--- config.mk ---
export PLATFORM = sky130hd
export DESIGN_NAME = keypad_scanner
export DESIGN_NICKNAME = d
export VERILOG_FILES = /design/src/rtl/keypad_pkg.sv /design/src/rtl/keypad_scanner_sync2.sv /design/src/rtl/keypad_scanner.sv
export SDC_FILE = /design/constraint.sdc
export NUM_CORES = 1
export LEC_CHECK = 0
export CAP_MARGIN = 20
export CORE_ASPECT_RATIO = 2
export CORE_MARGIN = 10
export CORE_UTILIZATION = 62
export CTS_CLUSTER_DIAMETER = 100
export DETAILED_ROUTE_END_ITERATION = 8
export PLACE_DENSITY_LB_ADDON = 0.15
export SYNTH_ARGS = -nofsm -noshare
export SYNTH_HDL_FRONTEND = slang
export SYNTH_HIERARCHICAL = 1
export SYNTH_SLANG_ARGS = --single-unit
--- constraint.sdc ---
create_clock -name clk -period 5.9 [get_ports clk]
set_clock_uncertainty 0.15 [all_clocks]
set_input_delay 1.475 -clock clk [delete_from_list [all_inputs] [get_ports clk]]
set_output_delay 1.475 -clock clk [all_outputs]
set_load 0.01 [all_outputs]
--- src/rtl/keypad_pkg.sv ---
// rtl/keypad_pkg.sv - shared constants, scan states and key remap for the keypad scanner
package keypad_pkg;

  localparam int NUM_ROWS = 4;
  localparam int NUM_COLS = 4;

  typedef enum logic [1:0] {
    SETTLE = 2'd0,
    SAMPLE = 2'd1,
    COMMIT = 2'd2
  } scan_state_e;

  // Nibble p holds the CHIP-8 key at physical index p = col*4 + row.
  localparam logic [63:0] KEY_MAP = 64'hFEDC_B963_0852_A741;

  function automatic logic [15:0] remap(input logic [15:0] frame);
    logic [15:0] m;
    m = '0;
    for (int p = 0; p < 16; p++) begin
      m[KEY_MAP[p*4 +: 4]] = frame[p];
    end
    return m;
  endfunction

endpackage

--- src/rtl/keypad_scanner_sync2.sv ---
// rtl/keypad_scanner_sync2.sv - two-flop synchronizer, resets to all-ones (idle pulled-up rows)
module sync2 #(
  parameter int WIDTH = 4
) (
  input  logic             clk,
  input  logic             reset,
  input  logic [WIDTH-1:0] d,
  output logic [WIDTH-1:0] q
);

  logic [WIDTH-1:0] meta;

  always_ff @(posedge clk or negedge reset) begin
    if (!reset) begin
      meta <= '1;
      q    <= '1;
    end else begin
      meta <= d;
      q    <= meta;
    end
  end

endmodule

--- src/rtl/keypad_scanner.sv ---
// rtl/keypad_scanner.sv - 4x4 keypad column scanner with frame debounce and new-key event
module keypad_scanner
  import keypad_pkg::*;
#(
  parameter int SCAN_DIV = 16,
  parameter int DEBOUNCE = 4
) (
  input  logic                clk,
  input  logic                reset,
  input  logic [NUM_ROWS-1:0] row_n,
  output logic [NUM_COLS-1:0] col_n,
  output logic [15:0]         keypad_matrix,
  output logic                key_event,
  output logic [3:0]          key_code
);

  localparam int              DIV_W    = $clog2(SCAN_DIV);
  localparam logic [DIV_W-1:0] DIV_LAST = DIV_W'(SCAN_DIV - 2);
  localparam logic [3:0]      DEB_MAX  = 4'(DEBOUNCE);

  logic [NUM_ROWS-1:0]          rows_sync;
  scan_state_e                  state, state_nxt;
  logic [1:0]                   col, col_nxt;
  logic [DIV_W-1:0]             div, div_nxt;
  logic [NUM_ROWS*NUM_COLS-1:0] frame, frame_nxt;
  logic [15:0]                  candidate, cand_nxt;
  logic [3:0]                   count, count_nxt;
  logic [15:0]                  matrix_nxt;
  logic                         event_nxt;
  logic [3:0]                   code_nxt;
  logic [15:0]                  mapped;
  logic [15:0]                  new_keys;

  sync2 #(.WIDTH(NUM_ROWS)) u_row_sync (
    .clk   (clk),
    .reset (reset),
    .d     (row_n),
    .q     (rows_sync)
  );

  always_ff @(posedge clk or negedge reset) begin
    if (!reset) begin
      state         <= SETTLE;
      col           <= '0;
      div           <= '0;
      frame         <= '0;
      candidate     <= '0;
      count         <= '0;
      keypad_matrix <= '0;
      key_event     <= 1'b0;
      key_code      <= '0;
      col_n         <= 4'b1110;
    end else begin
      state         <= state_nxt;
      col           <= col_nxt;
      div           <= div_nxt;
      frame         <= frame_nxt;
      candidate     <= cand_nxt;
      count         <= count_nxt;
      keypad_matrix <= matrix_nxt;
      key_event     <= event_nxt;
      key_code      <= code_nxt;
      col_n         <= ~(NUM_COLS'(1) << col_nxt);
    end
  end

  always_comb begin
    state_nxt  = state;
    col_nxt    = col;
    div_nxt    = div;
    frame_nxt  = frame;
    cand_nxt   = candidate;
    count_nxt  = count;
    matrix_nxt = keypad_matrix;
    event_nxt  = 1'b0;
    code_nxt   = key_code;
    mapped     = remap(frame);
    new_keys   = '0;

    case (state)
      SETTLE: begin
        if (div == DIV_LAST) begin
          div_nxt   = '0;
          state_nxt = SAMPLE;
        end else begin
          div_nxt = div + 1'b1;
        end
      end

      SAMPLE: begin
        frame_nxt[{col, 2'b00} +: NUM_ROWS] = ~rows_sync;
        if (col == 2'd3) begin
          state_nxt = COMMIT;
        end else begin
          col_nxt   = col + 1'b1;
          state_nxt = SETTLE;
        end
      end

      COMMIT: begin
        if (mapped != candidate) begin
          cand_nxt  = mapped;
          count_nxt = 4'd1;
        end else if (count < DEB_MAX) begin
          count_nxt = count + 4'd1;
        end

        if (count_nxt == DEB_MAX && cand_nxt != keypad_matrix) begin
          matrix_nxt = cand_nxt;
          new_keys   = cand_nxt & ~keypad_matrix;
          event_nxt  = |new_keys;
          // Descending scan so the lowest pressed index is the last write.
          for (int i = 15; i >= 0; i--) begin
            if (new_keys[i]) code_nxt = 4'(i);
          end
        end

        col_nxt   = '0;
        state_nxt = SETTLE;
      end

      default: state_nxt = SETTLE;
    endcase
  end

endmodule
# ---- Yosys cells after proc, flatten, opt, wreduce, memory -nomap -nowiden
# Index checks and enable logic that the tools add are counted.
dict set report word_totals {
  register_bits 77
  input_bits 6
  out_inout_bits 25
  word_cells 68
}
dict set report op_classes {
  addsub 4
  magnitude_cmp 1
  eq_ne 8
  shifts 3
  n_mux 30
  n_bitwise 4
  n_reduce_logical 6
}
# op n
set op_table {}
lappend op_table {{4-bit 2-to-1 mux} 20}
lappend op_table {{16-bit 2-to-1 mux} 2}
lappend op_table {{16-bit inequality test} 2}
lappend op_table {{16-bit bitwise AND} 1}
lappend op_table {{16-bit bitwise mux} 1}
lappend op_table {{16-bit inverter} 1}
lappend op_table {{16-bit nonzero test} 1}
lappend op_table {{16-bit OR reduction} 1}
lappend op_table {{4-bit by 6-bit variable shift with 16-bit output, first input constant} 1}
lappend op_table {{4-bit by 6-bit variable part select with 16-bit output} 1}
lappend op_table {{4-bit by 1-bit adder with 4-bit output, second input constant} 2}
lappend op_table {{4-bit inverter} 2}
lappend op_table {{2-bit one-hot mux with 2 select lines} 2}
lappend op_table {{2-bit 2-to-1 mux} 3}
lappend op_table {{4-bit negation with 6-bit output} 1}
lappend op_table {{2-bit == test, second input constant} 2}
lappend op_table {{4-bit by 3-bit == test with 1-bit output, second input constant} 1}
lappend op_table {{4-bit == test, second input constant} 1}
lappend op_table {{4-bit by 3-bit less-than comparator with 1-bit output, second input constant} 1}
lappend op_table {{1-bit by 2-bit << shifter with 4-bit output, first input constant} 1}
lappend op_table {{3-bit AND reduction} 1}
lappend op_table {{2-bit by 1-bit adder with 2-bit output, second input constant} 1}
lappend op_table {{2-bit by 1-bit == test with 1-bit output, second input constant} 1}
lappend op_table {{2-bit logical NOT} 1}
lappend op_table {{4 further kinds} 5}

# ---- Longest topological paths before layout
# Gate-level depths: netlist of run 1.
dict set report depth {
  word_depth 20
  depth_mapped 8
  ltp_nobuf 7
}

# ---- By module
# Netlist of run 1, hierarchy kept.
# mod instances cells_each area_per_inst_um2 seq_area_each_um2
set modules_own_cells {}
lappend modules_own_cells {keypad_scanner 1 317 3607.2 1730.4}
lappend modules_own_cells {sync2 1 8 210.2 210.2}

# ---- Least setup slack after synthesis of run 1
# No wires, ideal clock.
dict set report synth_path {
  path_type {reg-to-reg}
  start {register frame[2]}
  end {register key_code[0]}
  setup_time_ns 0.125
  t_arrival_ns 1.963
  t_required_ns 5.625
  slack_ns 3.663
  stages_incl_launch_ff 8
  n_path_buf 1
  period_less_slack_ns 2.237
  cell_sequence {dfrtp_1 > clkbuf_1 > ha_1 > or4_1 > nor2_1 > nand4_1 > nand4_1 > mux2_2}
}
dict set report synth_between {
  elab_chain_len 19
  elab_cells_between_ends 26
  classes_between {3 x eq/ne; 19 x mux; 1 x bitwise; 3 x reduce/logical}
}
# element line_no
set synth_lines {}
lappend synth_lines {{from (decl)} keypad_scanner.sv:25} ;# logic [NUM_ROWS*NUM_COLS-1:0] frame, frame_nxt;
lappend synth_lines {{from (signal assigned)} keypad_scanner.sv:57} ;# frame <= frame_nxt;
lappend synth_lines {{16-bit inequality test} keypad_scanner.sv:101} ;# if (mapped != candidate) begin
lappend synth_lines {{16-bit 2-to-1 mux} keypad_scanner.sv:101}
lappend synth_lines {{16-bit 2-to-1 mux} keypad_scanner.sv:80} ;# case (state)
lappend synth_lines {{16-bit bitwise AND} keypad_scanner.sv:110} ;# new_keys = cand_nxt & ~keypad_matrix;
lappend synth_lines {{4-bit 2-to-1 mux (15 in series)} keypad_scanner.sv:114} ;# if (new_keys[i]) code_nxt = 4'(i);
lappend synth_lines {{to (signal assigned)} keypad_scanner.sv:62} ;# key_code <= code_nxt;
lappend synth_lines {{to (decl)} keypad_scanner.sv:14} ;# output logic [3:0] key_code
# Several ways; a longest one is shown, not always the timed one. The select of a mux whose other input is x is not followed.
# A chain may end at the register's enable or synchronous reset.

# ---- Worst setup path after layout of run 1
dict set report layout_path {
  start {register col_n[1]}
  end {output port col_n[1]}
}
# element line_no
set layout_rtl {}
lappend layout_rtl {{from (decl)} keypad_scanner.sv:11} ;# output logic [NUM_COLS-1:0] col_n,
lappend layout_rtl {{from (signal assigned)} keypad_scanner.sv:63} ;# col_n <= ~(NUM_COLS'(1) << col_nxt);
# No word-level cell between the ends.

==> out/metrics.yaml, run 1 <==
hold_class: "flop to flop"
cts.clk_slew.worst_paths_ps: 50
grt_pass1_wl_um: 13000
yosysSeqAreaShare_pct: 50.8
ys_ff_latch: 77
r2r_cells: 5
power.leakage_nw: 2.03
cts_setup_buffers: 0
grt_start_max_net_pins: 78
status: "finished, final reports clean"
nets: 379
place_congestion: 0.878
critPathMaxFanout: 1
cp.required_ps: 4280
viasPerCell: 6.01
synthFlopType: "dfrtp_1"
hold_violations: 0
rows: 40
synth_area_per_cell_um2: 11.7
numClockSinks: 77
max_freq_mhz: 332
critical_path_class: "flop to primary output"
crit_path_start_kind: "flop"
hold_path_depth: 0
chipHeight_um: 131
cts_made_buffers: 9
drc: 0
tns_ps: 0
ys_warn_count: 6
netlist-cell-type-count: 44
wl_per_cell_um: 19.3
worstPathArrival_ps: 1380
drive_gt1_share_pct: 17.4
min_to: "u_row_sync/q[2]$_DFF_PN1_"
htreeDepth: 3
grt_antenna_before_repair: 0
synth_area_um2: 3820
worstSkewPairLatency_ps: 340
drt_iter0_drc: 157
routed_wirelength_um: 7980
ctsLongestPathBuffers: 2
timing.rr.end: "candidate[7]$_DFFE_PN0P_"
postCtsHoldBufs: 0
cts-root-buf: "clkbuf_16"
cpPeakStageDelay_ps: 540
finalPower_mw: 1.11
powerDensity_nw_per_um2: 255
grt.overflow.total: 0
area_growth_pct: 14.4
synth_edf_count: 0
tritoncts: "built"
track_usage_pct: 17.8
cp-end-kind: "primary output"
cap_viol_max_count: 0
synth_area_leaders: "dfrtp_1, ha_1, dfstp_2"
grt_pass1_vias: 2642
cp_top_family: "buffers and inverters"
path_cells: "clkdlybuf4s50_1"
r2r_start: "frame[0]$_DFFE_PN0P_"
min_period_ps: 3010
initial_core_util_pct: 63.6
rrSetupSlack_ps: 3070
path_buf_inv: 1
syn_inst: 325
yosysTopAreaCell: "dfrtp_1"
period_share_pct: 51.0
syn_nets: 358
ant_nets: 0
port_buffers: 30
final_max_slew_viol_count: 0
ctsResizeCount: 0
via_count: 2490
async_reset_ff_share_pct: 100
setup_viol: 0
diodes: 0
dp_hpwl_um: 5890
die_area_um2: 9890
min_from: "u_row_sync/meta[2]$_DFF_PN1_"
slowest_stage: "clkdlybuf4s50_1"
die_w_um: 75.5
tightest_slew_ps: 1000
vdd_drop_max_uv: 215
io_pins: 31
netlist.area_leader.share_pct: 43.3
slew_headroom_pct: 33.1
rsz0062_at_grt: "false"
dr.pass1.iters: 4
core_area_um2: 6010
[synthesized netlist by cell type, types with 2 or more instances]
| master | instances |
|---|---|
| o41ai_1 | 9 |
| nand3_1 | 5 |
| mux2i_1 | 2 |
| ha_1 | 27 |
| xnor2_1 | 16 |
| nand2b_1 | 6 |
| and2_1 | 2 |
| dfstp_2 | 11 |
| a22o_1 | 3 |
| o21ai_0 | 10 |
| buf_6 | 2 |
| mux2_4 | 17 |
| clkbuf_1 | 17 |
| nor4_1 | 2 |
| a21oi_1 | 4 |
| nand4_1 | 10 |
| o31ai_1 | 6 |
| nor2_1 | 15 |
| dfrtp_1 | 66 |
| nand2_1 | 28 |
| or4_1 | 2 |
| mux2_2 | 17 |
| inv_1 | 27 |
[flip-flops by register name, summed over array words and instances, names as in the netlist, 4 cells and up]
name / cells
u_row_sync/meta: 4
keypad_matrix: 16
col_n: 4
key_code: 4
count: 4
div: 4
u_row_sync/q: 4
frame: 16
candidate: 16
[report_power, final]
part | internal [mW] | total [mW] | switching, mW
combinational | 0.0146 | 0.0368 | 0.0222
clock | 0.326 | 0.529 | 0.202
sequential | 0.538 | 0.548 | 0.0107
[how the worst max path moves through the flow]
stage,startpoint,to,slack [ps],cells after the start
floorplan,frame[2]$_DFFE_PN0P_,key_code[0]$_DFFE_PN0P_,3660,7
global placement,frame[4]$_DFFE_PN0P_,candidate[3]$_DFFE_PN0P_,3140,5
detailed placement,frame[1]$_DFFE_PN0P_,candidate[3]$_DFFE_PN0P_,3080,5
CTS,col_n[1]$_DFF_PN1_,col_n[1],2870,1
global route,col_n[1]$_DFF_PN1_,col_n[1],2850,1
finish,col_n[1]$_DFF_PN1_,col_n[1],2890,1
[routing by layer]
metal,vias up,global-route usage (%),wire length [µm]
met5,-,0,0
met4,0,12.8,460
met3,31,4.53,303
met2,55,31.6,4430
met1,1241,16.8,2780
li1,1163,-,-
[kinds of logic (layout without fill, tap and decap cells)]
family | after synthesis | after routing | synth area share, %
AND/OR/NAND/NOR | 79 | 79 | 10.9
flip-flops | 77 | 77 | 50.8
buffers and inverters | 47 | 73 | 5.44
AO/OA/AOI/OAI | 42 | 42 | 7.83
multiplexers | 36 | 36 | 12.2
adder cells (fa/ha/maj) | 27 | 27 | 8.85
XOR/XNOR | 17 | 17 | 3.90
[cell usage in the layout (no fill, tap or decap), types with 3 or more instances in the layout]
master	instances
dfrtp_1	66
clkdlybuf4s50_1	29
nand2_1	28
inv_1	27
ha_1	27
mux2_4	17
mux2_2	17
xnor2_1	16
nor2_1	15
dfstp_2	11
o21ai_0	10
nand4_1	10
o41ai_1	9
clkbuf_16	9
nand2b_1	6
o31ai_1	6
nand3_1	5
a21oi_1	4
clkbuf_1	4
a22o_1	3
[stage by stage]
step / area, µm² / std cells / util (%) / hold slack, ps / worst slack (ps)
final: 4370 / 414 / 72.7 / 204 / 2890
after global routing: 4370 / 414 / 72.7 / 210 / 2850
after CTS: 4370 / 414 / 72.7 / 205 / 2870
after detailed placement: 4090 / 398 / 68.1 / 197 / 3080
after global placement: 4090 / 398 / 68.1 / 196 / 3140
after floorplan: 3820 / 325 / - / 195 / 3660
[cell type report]
cell class / count / area [µm²]
flip-flops and latches: 77 / 1940
multi-input cells: 201 / 1670
fillers: 427 / 1640
repair buffers: 30 / 298
clock buffers: 13 / 240
inverters: 27 / 101
well taps: 63 / 78.8
clock inverters: 3 / 40.0
(Power assumes the default switching activity.)
==> inputs of run 2 (changes only) <==
CORE_UTILIZATION = 52   (was 62)
clock period = 2.52 ns   (was 5.9 ns; I/O delays follow)
==> run 2 against run 1 <==
  * First-iteration DRC count down 16%
  * Non-clock buffer count rose by 14
  * Utilization is 8.8 points lower
  * Die area is 15% higher
  * Power rose to 2.6 times the previous value
  * Via count grew 0.48%
  * Final cell count is 10% higher
  * Sequential share of layout area shrank 2.4 points
  * Routed wire length is 0.93% lower
  * Sequential cell count unchanged
  * Global-route usage decreased by 2.8 points
  * Register-to-register slack worse by 2900 ps
  * Largest power group is now the clock network
  * Highest routed layer unchanged
==> out/metrics.yaml, run 2 (synthesis results as in run 1) <==
final_common_cell: "dfrtp_1"  # unchanged
min_period_ps: 2380
tritoncts: "built"  # unchanged
critPathMaxFanout: 4  # was 1
area_growth_pct: 20.8  # was 14.4%
grt_start_max_net_pins: 41  # was 78
drc: 0  # unchanged
fillers: 560  # was 427
chipHeight_um: 141  # was 131 µm
slew_headroom_pct: 64.8  # was 33.1%
final_cell_mix: "dfrtp_1, clkdlybuf4s50_1, nand2_1, inv_1, ha_1"  # unchanged
place_congestion: 0.870  # was 0.878
grt.overflow.total: 0  # unchanged
grt_antenna_before_repair: 0  # unchanged
r2r_cells: 7  # was 5
die_area_um2: 11400  # was 9890 µm²
cp-end-kind: "flop"  # was primary output
nets: 393  # was 379
setup_slack_ps: 142  # was 2890 ps
core_area_um2: 7210  # was 6010 µm²
via_count: 2502  # was 2490
diodes: 0  # unchanged
die_w_um: 80.6  # was 75.5 µm
max_freq_mhz: 421
hold_ws_ps: 111  # was 204 ps
wl_per_cell_um: 17.3  # was 19.3 µm
dp_hpwl_um: 6210  # was 5890 µm
worstPathArrival_ps: 2440  # was 1380 ps
dp_slack_ps: 121  # was 3080 ps
postLayoutCoreUtil_pct: 64.0  # was 72.7%
setup_viol: 0  # unchanged
crit_path_start_kind: "flop"  # unchanged
numClockSinks: 77  # unchanged
ff_latch_area_um2: 1940  # unchanged
critical_path_class: "flop to flop"  # was flop to primary output
layoutNonFillerInstCount: 457  # was 414
ant_nets: 0  # unchanged
cts_made_buffers: 9  # unchanged
grt_pass1_wl_um: 12900  # was 13000 µm
finalPower_mw: 2.88  # was 1.11 mW
reg_top3: "candidate x16, frame x16, keypad_matrix x16"  # unchanged
hold_violations: 0  # unchanged
vdd_drop_max_uv: 398  # was 215 µV
track_usage_pct: 15.0  # was 17.8%
place_area_um2: 4250  # was 4090 µm²
powerDensity_nw_per_um2: 625  # was 255 nW/µm²
tightest_slew_ps: 522  # was 1000 ps
cap_viol_max_count: 0  # unchanged
status: "finished, final reports clean"  # unchanged
postCtsHoldBufs: 0  # unchanged
period_share_pct: 94.4
tns_ps: 0  # unchanged
rsz0062_at_grt: "false"  # unchanged
dr.pass1.iters: 4  # unchanged
final_max_slew_viol_count: 0  # unchanged
hold_class: "input pin to async pin"  # was flop to flop
drt_iter0_drc: 132  # was 157
finalInstanceArea_um2: 4610  # was 4370 µm²
htreeDepth: 3  # unchanged
drive_gt1_share_pct: 21.6  # was 17.4%
io_pins: 31  # unchanged
cts-root-buf: "clkbuf_16"  # unchanged
port_buffers: 30  # unchanged
cp.required_ps: 2580  # was 4280 ps
rows: 44  # was 40
routed_wirelength_um: 7900  # was 7980 µm
grt_pass1_vias: 2581  # was 2642
viasPerCell: 5.47  # was 6.01
ctsLongestPathBuffers: 2  # unchanged
worstSkewPairLatency_ps: 330  # was 340 ps
initial_core_util_pct: 52.9  # was 63.6%
power.leakage_nw: 2.15  # was 2.03 nW
dp.cells: 440  # was 398
cts.clk_slew.worst_paths_ps: 50  # about the same
multiInputGateArea_um2: 1670  # unchanged
-- run 2: worst max-delay path, stage by stage, from the launching register on --
cell and delay, ps:
dfrtp_1 390, buf_4 150, ha_1 200, or4_1 540, nor2_1 150, nand4_1 120, nand4_1 210, mux2_2 360
-- run 2: metal layers --
layer,GRT usage (%),vias up,part of all wire (%)
met3,3.25,24,3.7
li1,-,1198,-
met2,26.9,44,57
met4,9.98,0,5.3
met1,14.6,1236,34
met5,0,-,0
-- run 2: worst paths after layout --
| path | from | endpoint | slack [ps] |
|---|---|---|---|
| max | frame[8]$_DFFE_PN0P_ | key_code[1]$_DFFE_PN0P_ | 140 |
| min | reset | keypad_matrix[1]$_DFFE_PN0P_ | 110 |
| max reg2reg | frame[8]$_DFFE_PN0P_ | key_code[1]$_DFFE_PN0P_ | 140 |
| min reg2reg | u_row_sync/meta[2]$_DFF_PN1_ | u_row_sync/q[2]$_DFF_PN1_ | 200 |
| max in group asynchronous | reset | col_n[1]$_DFF_PN1_ | 1430 |
| min in group clk | u_row_sync/meta[2]$_DFF_PN1_ | u_row_sync/q[2]$_DFF_PN1_ | 200 |
-- run 2: power breakdown --
group          total [mW]  internal, mW  switching, mW  leakage (nW)
Combinational      0.0982        0.0413         0.0569         0.986
Sequential           1.28          1.26         0.0204         0.990
Clock                1.50          1.02          0.483         0.172
Total                2.88          2.32          0.560          2.15
-- run 2: repair_timing --
item	CTS	global route
resized for setup	0	0
setup endpoints to repair	0	2
setup buffers	0	1
-- run 2: final cells by class --
class	instances	area share, %
flip-flops and latches	77	42.1
clock inverters	5	2.31
clock buffers	11	5.48
inverters	27	2.20
well taps	92	2.50
repair buffers	44	9.28
multi-input cells	201	36.2
==> inputs of run 3 (changes only) <==
PLACE_DENSITY = 0.79   (was not set)
PLACE_DENSITY_LB_ADDON = not set   (was 0.15)
clock period = 1.95 ns   (was 2.52 ns; I/O delays follow)
==> run 3 against run 2 <==
  * Design area rose by 17%
  * Non-clock buffer count rose by 65
  * Global-route usage rose by 5.0 points
  * Critical path depth did not move
  * The run now ends with setup timing left
  * Sequential share of layout area fell by 5.8 points
  * Utilization rose by 11 points
==> out/metrics.yaml, run 3 (synthesis results as in run 1) <==
initial_core_util_pct: 52.9  # unchanged
grt_pass1_vias: 3291  # was 2581
nets: 458  # was 393
tritoncts: "built"  # unchanged
rrSetupSlack_ps: -440  # was 140 ps
path_cells: "xnor2_1 -> nand4_1 -> nor4_4 -> buf_4 -> buf_6 -> nand4_1 -> mux2_4"  # was buf_4 -> ha_1 -> or4_1 -> nor2_1 -> nand4_1 -> nand4_1 -> mux2_2
worstPathArrival_ps: 2470  # was 2440 ps
finalInstanceArea_um2: 5380  # was 4610 µm²
ant_nets: 0  # unchanged
area_growth_pct: 40.8  # was 20.8%
cts-root-buf: "clkbuf_16"  # unchanged
sw_frac_of_total_pct: 22.1  # was 19.4%
ctsLongestPathBuffers: 2  # unchanged
grt_start_max_net_pins: 51  # was 41
grt.overflow.total: 0  # unchanged
rsz0062_at_grt: "true"  # was false
drc: 0  # unchanged
rows: 44  # unchanged
crit_path_start_kind: "flop"  # unchanged
grtUsageMet3_pct: 4.52  # was 3.25%
cp_top_family: "simple AND/OR/NAND/NOR gates"  # unchanged
clock_power_share_pct: 49.6  # was 52.2%
critical_path_class: "flop to flop"  # unchanged
port_buffers: 30  # unchanged
die_w_um: 80.6  # unchanged
io_pins: 31  # unchanged
multiInputGateArea_um2: 1900  # was 1670 µm²
timing.rr.end: "key_code[1]$_DFFE_PN0P_"  # unchanged
final_common_cell: "buf_4"  # was dfrtp_1
r2r_cells: 7  # unchanged
dp_hpwl_um: 6740  # was 6210 µm
grt_antenna_before_repair: 0  # unchanged
tightest_slew_ps: 445  # was 522 ps
worstSetupPathDepth: 7  # unchanged
via_count: 2996  # was 2502
numClockSinks: 77  # unchanged
dr.pass1.iters: 5  # was 4
slowest_stage: "dfrtp_2"  # was or4_1
status: "finished, violations left"  # was finished, final reports clean
place_area_um2: 4690  # was 4250 µm²
htreeDepth: 3  # unchanged
reg_top3: "candidate x16, frame x16, keypad_matrix x16"  # unchanged
busiest_layer: "met2"  # unchanged
ff_latch_area_um2: 1950  # was 1940 µm²
cap_viol_max_count: 0  # unchanged
path_buf_inv: 2  # was 1
wl_per_cell_um: 21.1  # was 17.3 µm
violations: "setup timing"
tns_ps: -13780  # was 0 ps
routed_wirelength_um: 11000  # was 7900 µm
slew_headroom_pct: 70.0  # was 64.8%
min_period_ps: 2390  # was 2380 ps
drt_iter0_drc: 175  # was 132
use_met2_pct: 35.5  # was 26.9%
critPathMaxFanout: 4  # unchanged
power_switching_uw: 816  # was 560 µW
powerDensity_nw_per_um2: 688  # was 625 nW/µm²
die_area_um2: 11400  # unchanged
fillers: 430  # was 560
cp-end-kind: "flop"  # unchanged
power.leakage_nw: 2.68  # was 2.15 nW
drive_gt1_share_pct: 40.0  # was 21.6%
final_cell_mix: "buf_4, dfrtp_1, mux2_4, nand2_1, inv_1"  # was dfrtp_1, clkdlybuf4s50_1, nand2_1, inv_1, ha_1
power.combinational.fraction_pct: 5.6  # was 3.4%
place_congestion: 0.846  # was 0.870
hold_class: "flop to flop"  # was input pin to async pin
pwr-share-seq_pct: 44.8  # was 44.4%
hold_violations: 0  # unchanged
startpoint: "frame[0]$_DFFE_PN0P_"  # was frame[8]$_DFFE_PN0P_
diodes: 0  # unchanged
grt_pass1_wl_um: 17300  # was 12900 µm
chipHeight_um: 141  # unchanged
viasPerCell: 5.74  # was 5.47
crit_end: "key_code[1]$_DFFE_PN0P_"  # unchanged
cts.clk_slew.worst_paths_ps: 60  # was 50 ps
grt_use_met1_pct: 19.1  # was 14.6%
vdd_drop_max_uv: 699  # was 398 µV
internal-power_mw: 2.88  # was 2.32 mW
critPathMostFrequentCell: "nand4_1"  # unchanged
cpPeakStageDelay_ps: 440  # was 540 ps
cp.required_ps: 2030  # was 2580 ps
worstSkewPairLatency_ps: 340  # was 330 ps
final_max_slew_viol_count: 0  # unchanged
cts_made_buffers: 9  # unchanged
r2r_start: "frame[0]$_DFFE_PN0P_"  # was frame[8]$_DFFE_PN0P_
setup_viol: 39  # was 0
max_freq_mhz: 418  # was 421 MHz
period_share_pct: 123  # was 94.4%
core_area_um2: 7210  # unchanged
setup_slack_ps: -444  # was 142 ps
track_usage_pct: 20.0  # was 15.0%
==> run 3: power by group through the flow <==
stage	registers, mW	clock network [mW]	logic [mW]
final	1.66	1.83	0.209
after global routing	1.66	1.91	0.226
after CTS	1.65	1.84	0.192
after detailed placement	1.68	0	0.167
after global placement	1.68	0	0.162
after floorplan	1.67	0	0.0658
==> run 3: stage by stage <==
step	utilization (%)	worst slack, ps	power (mW)	hold WS [ps]	cells
global route	74.5	-480	3.80	209	522
CTS	73.1	-298	3.68	205	518
floorplan	-	-233	1.74	41.9	325
detailed placement	65.0	-373	1.85	197	491
finish	74.5	-444	3.70	205	522
global placement	65.0	-297	1.84	196	491
==> run 3: timing repair <==
item                                   CTS  global route
buffers inserted                         9             3
endpoints found under the hold margin   16             0
resized for setup                       54            15
hold buffers                             1             0
pin swaps                               14             8
gates cloned                             1             1
setup endpoints to repair               58            40
==> run 3: routing by layer <==
metal | vias to the layer above | wire length [µm]
met5 | - | 0
met4 | 0 | 895
met3 | 67 | 600
met2 | 137 | 5860
met1 | 1461 | 3660
li1 | 1331 | -
==> run 3: worst reg2reg max path: cells and delay by family (launching register included) <==
family,cells,cell delay [ps]
multiplexers,1,380
buffers and inverters,2,290
AND/OR/NAND/NOR,3,860
XOR/XNOR,1,170
flip-flops,1,440
==> run 3: how the worst min path moves through the flow <==
stage / startpoint / to / slack (ps) / cells past startpoint
6_report: u_row_sync/meta[1]$_DFF_PN1_ / u_row_sync/q[1]$_DFF_PN1_ / 200 / 0
3_5_place_dp: u_row_sync/meta[1]$_DFF_PN1_ / u_row_sync/q[1]$_DFF_PN1_ / 200 / 0
4_1_cts: u_row_sync/meta[1]$_DFF_PN1_ / u_row_sync/q[1]$_DFF_PN1_ / 210 / 0
3_3_place_gp: u_row_sync/meta[2]$_DFF_PN1_ / u_row_sync/q[2]$_DFF_PN1_ / 200 / 0
2_1_floorplan: reset / candidate[0]$_DFFE_PN0P_ / 40 / 0
5_1_grt: u_row_sync/meta[1]$_DFF_PN1_ / u_row_sync/q[1]$_DFF_PN1_ / 210 / 0
==> run 3: area by class of cell <==
| type | count | share of cell area, % |
|---|---|---|
| multi-input cells | 201 | 35.4 |
| well taps | 92 | 2.14 |
| clock buffers | 10 | 4.44 |
| flip-flops and latches | 77 | 36.3 |
| repair buffers | 109 | 18.3 |
| clock inverters | 6 | 1.61 |
| inverters | 27 | 1.89 |
